==> src/rtl/spi_sclk_gen_pkg.sv <==
// Shared state encoding, configuration defaults and SPI mode constants
// for the runtime-configurable SPI serial-clock generator.
package spi_sclk_gen_pkg;

  typedef enum logic [1:0] {
    ST_IDLE = 2'd0,
    ST_RUN  = 2'd1,
    ST_HOLD = 2'd2
  } state_t;

  localparam int   DEF_HALF  = 0;
  localparam int   DEF_NBITS = 8;
  localparam logic DEF_CPOL  = 1'b0;
  localparam logic DEF_CPHA  = 1'b0;

  // Modes written as {cpol, cpha}.
  localparam logic [1:0] SPI_MODE0 = 2'b00;
  localparam logic [1:0] SPI_MODE1 = 2'b01;
  localparam logic [1:0] SPI_MODE2 = 2'b10;
  localparam logic [1:0] SPI_MODE3 = 2'b11;

  function automatic logic nbits_legal(input int nbits, input int max_bits);
    return (nbits >= 1) && (nbits <= max_bits);
  endfunction

endpackage

==> src/rtl/spi_sclk_gen_edge_timer.sv <==
// Half-period counter: counts 0..half while enabled and emits a one-cycle
// tick on the wrap cycle, which is where the next SCLK edge is registered.
module spi_edge_timer #(
  parameter int DIV_W = 8
) (
  input  logic             i_clk,
  input  logic             i_rst_n,
  input  logic             en,
  input  logic             clr,
  input  logic [DIV_W-1:0] half,
  output logic             tick
);

  logic [DIV_W-1:0] cnt;

  assign tick = en && (cnt == half);

  always_ff @(posedge i_clk) begin
    if (!i_rst_n || clr) begin
      cnt <= '0;
    end else if (en) begin
      if (cnt == half) begin
        cnt <= '0;
      end else begin
        cnt <= cnt + DIV_W'(1);
      end
    end
  end

endmodule

==> src/rtl/spi_sclk_gen.sv <==
// SPI serial-clock generator: configurable divisor, transfer length and
// CPOL/CPHA, with registered SCLK, sample/shift strobes, done and abort.
module spi_sclk_gen
  import spi_sclk_gen_pkg::*;
#(
  parameter  int DIV_W    = 8,
  parameter  int MAX_BITS = 32,
  localparam int BITS_W   = $clog2(MAX_BITS + 1)
) (
  input  logic              i_clk,
  input  logic              i_rst_n,
  input  logic              i_cfg_valid,
  input  logic [DIV_W-1:0]  i_cfg_half,
  input  logic [BITS_W-1:0] i_cfg_nbits,
  input  logic              i_cfg_cpol,
  input  logic              i_cfg_cpha,
  input  logic              i_start,
  input  logic              i_abort,
  output logic              o_busy,
  output logic              o_sclk,
  output logic              o_sample,
  output logic              o_shift,
  output logic [BITS_W-1:0] o_bit_idx,
  output logic              o_done,
  output logic              o_cfg_err
);

  state_t state, next_state;

  logic [DIV_W-1:0]  cfg_half;
  logic [BITS_W-1:0] cfg_nbits;
  logic              cfg_cpol, cfg_cpha;
  logic [1:0]        cfg_mode;
  logic [BITS_W:0]   edge_cnt, edge_cnt_d;

  logic              tick, last_edge, leading;
  logic              cfg_take, cfg_ok;
  logic              sample_on_lead, shift_on_lead;
  logic              sclk_d, sample_d, shift_d, done_d, err_d;
  logic [BITS_W-1:0] bit_idx_d;

  assign cfg_ok    = nbits_legal(int'(i_cfg_nbits), MAX_BITS);
  assign cfg_take  = (state == ST_IDLE) && i_cfg_valid;
  assign cfg_mode  = {cfg_cpol, cfg_cpha};
  assign leading   = ~edge_cnt[0];
  assign last_edge = (edge_cnt == (({1'b0, cfg_nbits} << 1) - (BITS_W + 1)'(1)));
  assign o_busy    = (state != ST_IDLE);

  assign sample_on_lead = (cfg_mode == SPI_MODE0) || (cfg_mode == SPI_MODE2);
  assign shift_on_lead  = (cfg_mode == SPI_MODE1) || (cfg_mode == SPI_MODE3);

  spi_edge_timer #(
    .DIV_W (DIV_W)
  ) u_timer (
    .i_clk   (i_clk),
    .i_rst_n (i_rst_n),
    .en      (state != ST_IDLE),
    .clr     ((state == ST_IDLE) || i_abort),
    .half    (cfg_half),
    .tick    (tick)
  );

  always_ff @(posedge i_clk) begin
    if (!i_rst_n) begin
      state <= ST_IDLE;
    end else begin
      state <= next_state;
    end
  end

  always_comb begin
    next_state = state;
    case (state)
      ST_IDLE: if (i_start) next_state = ST_RUN;
      ST_RUN: begin
        if (i_abort) next_state = ST_IDLE;
        else if (tick && last_edge) next_state = ST_HOLD;
      end
      ST_HOLD: if (i_abort || tick) next_state = ST_IDLE;
      default: next_state = ST_IDLE;
    endcase
  end

  // In IDLE the clock follows the config that will be in force next cycle,
  // so a same-cycle config+start already idles at the new polarity.
  always_comb begin
    sclk_d     = o_sclk;
    sample_d   = 1'b0;
    shift_d    = 1'b0;
    done_d     = 1'b0;
    err_d      = 1'b0;
    bit_idx_d  = o_bit_idx;
    edge_cnt_d = edge_cnt;
    case (state)
      ST_IDLE: begin
        sclk_d = (cfg_take && cfg_ok) ? i_cfg_cpol : cfg_cpol;
        err_d  = cfg_take && !cfg_ok;
        if (i_start) begin
          bit_idx_d  = '0;
          edge_cnt_d = '0;
        end
      end
      ST_RUN: begin
        if (i_abort) begin
          sclk_d = cfg_cpol;
        end else if (tick) begin
          sclk_d     = ~o_sclk;
          edge_cnt_d = edge_cnt + (BITS_W + 1)'(1);
          sample_d   = sample_on_lead ? leading : ~leading;
          shift_d    = shift_on_lead ? leading : (~leading && !last_edge);
          if (sample_d) bit_idx_d = o_bit_idx + BITS_W'(1);
        end
      end
      ST_HOLD: begin
        sclk_d = cfg_cpol;
        done_d = tick && !i_abort;
      end
      default: sclk_d = cfg_cpol;
    endcase
  end

  always_ff @(posedge i_clk) begin
    if (!i_rst_n) begin
      o_sclk    <= 1'b0;
      o_sample  <= 1'b0;
      o_shift   <= 1'b0;
      o_done    <= 1'b0;
      o_cfg_err <= 1'b0;
      o_bit_idx <= '0;
      edge_cnt  <= '0;
      cfg_half  <= DIV_W'(DEF_HALF);
      cfg_nbits <= BITS_W'(DEF_NBITS);
      cfg_cpol  <= DEF_CPOL;
      cfg_cpha  <= DEF_CPHA;
    end else begin
      o_sclk    <= sclk_d;
      o_sample  <= sample_d;
      o_shift   <= shift_d;
      o_done    <= done_d;
      o_cfg_err <= err_d;
      o_bit_idx <= bit_idx_d;
      edge_cnt  <= edge_cnt_d;
      if (cfg_take && cfg_ok) begin
        cfg_half  <= i_cfg_half;
        cfg_nbits <= i_cfg_nbits;
        cfg_cpol  <= i_cfg_cpol;
        cfg_cpha  <= i_cfg_cpha;
      end
    end
  end

endmodule

==> config.mk <==
export PLATFORM = sky130hd
export DESIGN_NAME = spi_sclk_gen
export DESIGN_NICKNAME = d
export VERILOG_FILES = /design/src/rtl/spi_sclk_gen_pkg.sv /design/src/rtl/spi_sclk_gen_edge_timer.sv /design/src/rtl/spi_sclk_gen.sv
export SDC_FILE = /design/constraint.sdc
export NUM_CORES = 1
export LEC_CHECK = 0
export CORE_ASPECT_RATIO = 0.8
export CORE_MARGIN = 5
export CORE_UTILIZATION = 60
export CTS_BUF_LIST = sky130_fd_sc_hd__clkbuf_8
export DETAILED_ROUTE_END_ITERATION = 7
export GPL_TIMING_DRIVEN = 0
export PLACE_DENSITY = 0.95
export SYNTH_ARGS = -nofsm -noshare
export SYNTH_HDL_FRONTEND = slang
export SYNTH_SLANG_ARGS = --single-unit
export TNS_END_PERCENT = 20
==> constraint.sdc <==
create_clock -name i_clk -period 4.3 [get_ports i_clk]
set_clock_uncertainty 0.05 [all_clocks]
set_input_delay 1.075 -clock i_clk [delete_from_list [all_inputs] [get_ports i_clk]]
set_output_delay 1.075 -clock i_clk [all_outputs]
set_load 0.01 [all_outputs]
Word level (Yosys, flattened, before mapping). Index checks and enable logic that the tools add are counted. W data, S select, Z words.

Bitwise gates (word level): 5. Muxes and demuxes: 21. Reductions and logical operators: 27. Add/subtract/negate cells: 4. Order comparisons: 2. Equal/unequal tests: 14.

Operators by type and width (count): $mux W6 (4); $mux W7 (3); $pmux W7 S2 (1); $pmux W6 S2 (1); $ne A2 B2 Y1 const B (5); $add A8 B1 Y8 const B (1); $eq A8 B8 Y1 (1); $logic_and A1 B1 Y1 (8); $mux W2 (4); $mux W8 (1); $add A7 B1 Y7 const B (1); $eq A7 B7 Y1 (1); $sub A7 B1 Y7 const B (1); $add A6 B1 Y6 const B (1); $eq A2 B2 Y1 const B (3); $ge A6 B1 Y1 const B (1); $le A6 B6 Y1 const B (1); $ne A3 B3 Y1 const B (2); $pmux W2 S3 (1); $logic_or A1 B1 Y1 (5); $mux W1 (5); $not A1 Y1 (5); $reduce_and A5 Y1 (1); $eq A2 B1 Y1 const B (2); 8 further kinds (14).

Input bits: 21. Bits in registers: 44.

Logic depth before layout (Yosys ltp). Gate-level depths: netlist (run 1).

Depth after elaboration: 7. Mapped depth: 7.

Cells and area by module. A second synthesis (run 1) with hierarchy kept.

Cell total of the unflattened synthesis: 231. Area total of the unflattened synthesis: 2169.6 µm².

By module, submodules not included: spi_sclk_gen (area each 1724.2 µm², cells each 182, sequential area each 720.7 µm², instances 1); spi_edge_timer (area each 445.4 µm², cells each 49, sequential area each 160.2 µm², instances 1).

Least setup slack after synthesis (run 1). OpenSTA, ideal clock, no wires.

Path type: input -> register. From: input i_cfg_nbits[0]. To: register o_sclk. Setup slack: 1.552 ns. Cell stages on the path: 7. Arrival: 2.577 ns. Data required time: 4.128 ns. Cell sequence: or4_4 o211a_1 o21ai_1 buf_6 buf_12 nor2_2 o311a_1.

Longest elaborated chain between the ends: 5.

RTL lines: start: declaration (RTL line spi_sclk_gen.sv:14) `input logic [BITS_W-1:0] i_cfg_nbits,`; $ge A6 B1 Y1 or $le A6 B6 Y1 (tied branches) (RTL line spi_sclk_gen_pkg.sv:23) `return (nbits >= 1) && (nbits <= max_bits);`; $logic_and A1 B1 Y1 * (RTL line spi_sclk_gen_pkg.sv:23); $logic_and A1 B1 Y1 * (RTL line spi_sclk_gen.sv:96) `sclk_d = (cfg_take && cfg_ok) ? i_cfg_cpol : cfg_cpol;`; $mux W1 *; $pmux W1 S2 * (RTL line spi_sclk_gen.sv:94) `case (state)`; end signal: assignment (RTL line spi_sclk_gen.sv:136) `o_sclk <= sclk_d;`; end: declaration (RTL line spi_sclk_gen.sv:20) `output logic o_sclk,`.

Mark *: on every way between the ends. The rest lies on a longest branch, timed or not. A chain may end at the register's enable or synchronous reset.

Worst setup path after layout (run 1).
From: register state[0]. To: output o_busy.

Longest elaborated chain between the ends: 1.

RTL lines: start: declaration (RTL line spi_sclk_gen.sv:28) `state_t state, next_state;`; start signal: assignment (RTL line spi_sclk_gen.sv:67) `state <= next_state;`; $reduce_bool A2 Y1 (RTL line spi_sclk_gen.sv:47) `assign o_busy = (state != ST_IDLE);`; end: declaration (RTL line spi_sclk_gen.sv:19) `output logic o_busy,`.

No other way between the ends.

==> impl_metrics.csv, run 1 <==
group,metric,value,unit
yosys,synth_edf_count,0,
sta,setup_viol,0,
finish,nets,326,
clocking,post_cts_buffers,0,
setup_path,worstPathArrival,2090,ps
yosys,async_reset_ff_frac,0,
yosys,yosys_most_used_dff,"dfxtp_1",
pwr,ir_drop,0.248,mV
clocking,cts_resized,0,
sta,period_needed,3220,ps
hold_path,min_delay_worst_endpoint,"o_bit_idx[4]",
drt,ant_nets,0,
yosys,yosysSeqAreaShare,0.385,
yosys,ys_ff_latch,44,
sta,fmax,311,MHz
clocking,clock_path_buffers,2,
drt,drt-pass1-iter-count,4,
clocking,numCtsBuffers,5,
sta,slew_headroom,0.546,
clocking,h-tree-depth,2,
finish,drive_above_1_share,0.0563,
drt,remaining_drc_errors,0,
yosys,netlist_area,0.00229,sq mm
placement,dp_hpwl,3780,um
clocking,tritoncts,"built",
setup_path,cp_max_fo,10,
drt,drt-total-wl,5080,um
clocking,insertion_delay,310,ps
floorplanning,dieHeight,65.2,um
setup_path,worstReg2RegStart,"u_timer.cnt[0]",
clocking,hold_buffers,0,
floorplanning,start_util,0.613,
hold_path,hp-class,"register to register",
clocking,root_buffer,"clkbuf_8",
yosys,yosysWarnings,0,
hold_path,hold_depth,2,
setup_path,critPathRequiredTime,3170,ps
finish,final_common_cell,"dfxtp_1",
floorplanning,core-area,0.00373,sq mm
pwr,leakage,1.06,nW
placement,numPortBuffers,32,
placement,place.gp.congestion,0.890,
setup_path,worstSetupStartpointType,"register",
floorplanning,dieArea,0.00515,sq mm
global_routing,grt_util_all_layers,0.209,
global_routing,grt_max_degree,15,
finish,final_cell_mix,"44 x dfxtp_1, 32 x clkdlybuf4s50_1, 26 x nand2_1, 22 x nor2b_1, 18 x nor2_1",
setup_path,max_stage_delay,570,ps
global_routing,antenna_found_initial,0,
drt,first_iter_violations,155,
sta,rsz0062_at_grt,"no",
setup_path,worstSetupPathType,"register to primary output",
setup_path,cp_slowest_cell,"nor2_1",
drt,vias,2008,
finish,area_delta_synth_final,21.3,%
setup_path,r2r_cells,6,
clocking,numClockSinks,44,
pwr,power_density,318,mW/mm^2
drt,wl_per_cell,14.7,um
sta,slew_violations,0,
clocking,clk_pin_slew,80,ps
sta,finalCritPeriodShare,0.749,
drt,vias_per_cell,5.80,
global_routing,grt_pass1_vias,1901,
yosys,avgSynthCellArea,8.73,sq um
yosys,synth_cells,262,
hold_path,hp-start,"o_bit_idx[4]",
setup_path,cp-end-kind,"primary output",
finish,diodes,0,
sta,finalSetupTns,0,ps
run,max_cap_violations,0,
global_routing,grt_overflow_total,0,
global_routing,grt_pass1_wl,8630,um
yosys,ys_types,47,
floorplanning,rows,20,
setup_path,reg2reg_slack,1970,ps
setup_path,worstPathCellList,"clkbuf_1 > nor2_1 > inv_1 > clkdlybuf4s50_1",
floorplanning,ioPinCount,33,
yosys,syn_nets,287,
sta,holdWs,450,ps
sta,hold_viol_final,0,
sta,tightest_slew,679,ps
floorplanning,die_width,79.0,um
status,status,"complete, no violations",
setup_path,worstReg2RegEnd,"edge_cnt[4]",
==> sequential cells by signal, indices dropped and copies added (netlist names) <==
name         flops
cfg_cpha         1
cfg_cpol         1
cfg_half         8
cfg_nbits        6
edge_cnt         7
o_bit_idx        6
o_cfg_err        1
o_done           1
o_sample         1
o_sclk           1
o_shift          1
state            2
u_timer.cnt      8
==> cell type report <==
type	count	area, sq um
buffer	8	53.8
fill	272	955
clock buffer	5	68.8
inverter	11	41.3
sequential	44	881
clock inverter	3	42.5
tap	44	55.1
timing repair buffer	32	320
multi-input combinational	199	1310
==> per-stage QoR <==
stage,area [sq um],total power [mW],setup WS [ps],instances,util
2_1_floorplan,2290,0.518,1550,262,-
3_3_place_gp,2660,0.562,1040,338,0.714
3_5_place_dp,2660,0.568,1020,338,0.714
4_1_cts,2770,0.881,1100,346,0.744
5_1_grt,2770,0.919,985,346,0.744
6_report,2770,0.881,1080,346,0.744
==> how the worst max path moves through the flow <==
stage                    from  cells past startpoint  endpoint  slack (ps)
6_report             state[0]                      4    o_busy        1080
5_1_grt              state[0]                      4    o_busy         980
4_1_cts              state[0]                      4    o_busy        1100
3_5_place_dp   i_cfg_nbits[0]                      8    o_sclk        1020
3_3_place_gp   i_cfg_nbits[0]                      8    o_sclk        1040
2_1_floorplan  i_cfg_nbits[0]                      7    o_sclk        1550
==> layer usage <==
layer / routed length, um / GRT usage / part of all wire
met5: 0 / 0 / 0
met4: 71 / 0.0794 / 0.014
met3: 349 / 0.0493 / 0.069
met2: 2340 / 0.342 / 0.46
met1: 2320 / 0.269 / 0.46
==> critical path: cells and delay by family (launching register included) <==
family	cells	cell delay (ps)
flops	1	320
buf+inv	3	900
simple gates	1	570
==> synth_stat cells (2+ instances only) <==
cell      count  area (sq um)
o21ai_1       2          10.0
nand2b_1      4          25.0
nand2_1      26          97.6
a31oi_1       3          18.8
nor3_1        8          40.0
a21oi_1      11          55.1
inv_1        11          41.3
nor2b_1      22           138
dfxtp_1      44           881
nor4_1        2          12.5
clkbuf_1      6          22.5
nor4b_1       2          17.5
o21a_1        2          15.0
a41o_1        2          20.0
nand4_1       8          50.1
o211ai_1      2          15.0
xor2_1        7          61.3
nor2_1       18          67.6
a21boi_0      2          15.0
a31o_2        2          17.5
or3_1         3          18.8
a21o_1        4          30.0
mux2i_1      17           170
xnor2_1      16           140
o21ai_0       7          35.0
ha_1          4          50.1
nand3_1       7          35.0
==> where the power goes <==
group	internal [mW]	switching [mW]
clock	0.172	0.149
combinational	0.0612	0.0702
sequential	0.418	0.0102
total	0.652	0.230
==> kinds of logic (layout without fill, tap and decap cells) <==
| family | Yosys count | after routing | synth area share |
|---|---|---|---|
| DFF | 44 | 44 | 0.385 |
| buffers and inverters | 19 | 59 | 0.0416 |
| adders and majority gates | 4 | 4 | 0.0219 |
| muxes | 17 | 17 | 0.0744 |
| and+or+nand+nor | 111 | 111 | 0.258 |
| AOI/OAI and AO/OA | 44 | 44 | 0.131 |
| xor gates and xnor gates | 23 | 23 | 0.0881 |
No activity file was read; power rests on OpenSTA's default activity.
==> run 2, diff against run 1 <==
CORE_UTILIZATION = 56   (was 60)
PLACE_DENSITY = 0.9   (was 0.95)
clock period = 3.02 ns   (was 4.3 ns; I/O delays follow)
==> run 2 against run 1 <==
  * Die area is 6.1% higher
  * Sequential share of layout area fell by 0.71 points
  * Global-route usage rose by 1.3 points
  * Register-to-register slack got worse by 1300 ps
  * Sequential cell count unchanged
  * Total power is 61% higher
==> impl_metrics.csv, run 2 (synthesis gave the netlist of run 1 again) <==
group,metric,value,unit
status,status,"complete, no violations",
sta,finalCritPeriodShare,0.901,
setup_path,cp-end-kind,"primary output",
clocking,clock_path_buffers,2,
sta,setup_viol,0,
pwr,leakage,1.09,nW
finish,final_cell_mix,"44 x dfxtp_1, 32 x clkdlybuf4s50_1, 26 x nand2_1, 22 x nor2b_1",
drt,vias_per_cell,5.62,
setup_path,worstPathCellList,"clkbuf_1 > nor2_2 > inv_1 > clkdlybuf4s50_1",
placement,dp_hpwl,3890,um
sta,fmax,367,MHz
run,max_cap_violations,0,
setup_path,cp_max_fo,10,
drt,vias,2006,
setup_path,critPathRequiredTime,2210,ps
sta,finalSetupTns,0,ps
floorplanning,dieHeight,67.2,um
drt,wl_met3,294,um
clocking,h-tree-depth,2,
clocking,hold_buffers,0,
setup_path,crit_family,"buffers and inverters",
global_routing,grt_pass1_wl,9290,um
clocking,insertion_delay,300,ps
floorplanning,rows,20,
floorplanning,core-area,0.00388,sq mm
drt,highest-signal-layer,"met4",
pwr,power_density,500,mW/mm^2
setup_path,worstPathArrival,1920,ps
sta,tightest_slew,764,ps
global_routing,antenna_found_initial,0,
floorplanning,dieArea,0.00547,sq mm
drt,wl_per_cell,15.4,um
sta,hold_viol_final,0,
finish,area_delta_synth_final,24.1,%
finish,nets,326,
finish,top_regs,"cfg_half: 8 flops, u_timer.cnt: 8 flops, edge_cnt: 7 flops",
sta,rsz0062_at_grt,"no",
setup_path,worstSetupPathType,"register to primary output",
finish,final_common_cell,"dfxtp_1",
clocking,numCtsBuffers,5,
pwr,ir_drop,0.426,mV
global_routing,grt_max_degree,15,
drt,drt-pass1-iter-count,4,
drt,dr_wl_met2,2510,um
floorplanning,die_width,81.5,um
finish,drive_above_1_share,0.0596,
drt,ant_nets,0,
drt,drt-met1-wl,2630,um
setup_path,cp_slowest_cell,"clkdlybuf4s50_1",
sta,period_needed,2720,ps
drt,remaining_drc_errors,0,
global_routing,grt_pass1_vias,1993,
floorplanning,ioPinCount,33,
clocking,root_buffer,"clkbuf_8",
hold_path,hp-class,"register to register",
clocking,clk_pin_slew,80,ps
setup_path,worstSetupStartpointType,"register",
drt,drt-total-wl,5490,um
global_routing,grt_overflow_total,0,
setup_path,crit_buf_inv,3,
setup_path,max_stage_delay,510,ps
finish,postLayoutCoreUtil,0.732,
clocking,numClockSinks,44,
clocking,tritoncts,"built",
placement,numPortBuffers,32,
sta,slew_headroom,0.486,
sta,slew_violations,0,
drt,first_iter_violations,184,
global_routing,grt_util_all_layers,0.222,
sta,holdWs,444,ps
finish,diodes,0,
floorplanning,start_util,0.590,
placement,place.gp.congestion,0.854,
## run 2: changes by cell type in the layout (fill, tap and decap cells not counted), sizes merged
cell and delta:
bufinv +2, clkinv -1, clkinvlp -1
## run 2: timing repair
action / CTS / global route
endpoints found under the hold margin: 0 / 0
setup buffers: 0 / 0
endpoints found under the setup margin: 0 / 1
gates resized for setup: 0 / 1
## run 2: power by group
group,internal (mW),switching [mW]
clock network,0.414,0.206
registers,0.596,0.0146
logic,0.0874,0.102
total,1.10,0.323
## run 2: final timing paths
path / from / to / slack [ps] / cells past startpoint
hold reg to reg: o_bit_idx[4] / o_bit_idx[4] / 440 / 2
hold / removal: o_bit_idx[4] / o_bit_idx[4] / 440 / 2
setup reg to reg: u_timer.cnt[0] / edge_cnt[4] / 700 / 6
setup / recovery: state[0] / o_busy / 300 / 4
## run 2: final cells by class
cell class / instances / area (sq um)
Buffer: 8 / 53.8
Clock buffer: 5 / 68.8
Timing Repair Buffer: 32 / 320
Fill cell: 293 / 1040
Multi-Input combinational cell: 199 / 1310
Clock inverter: 3 / 90.1
Tap cell: 55 / 68.8
Inverter: 11 / 41.3
Sequential cell: 44 / 881
## run 2: per-stage QoR
stage,std cells,worst slack (ps),instance area [sq um],total power [mW]
after global placement,349,83.3,2680,0.802
final,357,298,2840,1.42
after CTS,357,85.9,2840,1.42
after global routing,357,170,2840,1.47
after floorplan,262,592,2290,0.737
after detailed placement,349,40.4,2680,0.808
## run 2: per-layer routing
layer | GRT usage | vias up
li1 | - | 990
met1 | 0.288 | 946
met2 | 0.364 | 61
met3 | 0.0573 | 9
met4 | 0.0654 | 0
met5 | 0 | -
## run 2: worst min-delay path: stages (launching register included)
cell and delay (ps):
dfxtp_1 340, nand2_1 60, mux2i_1 50
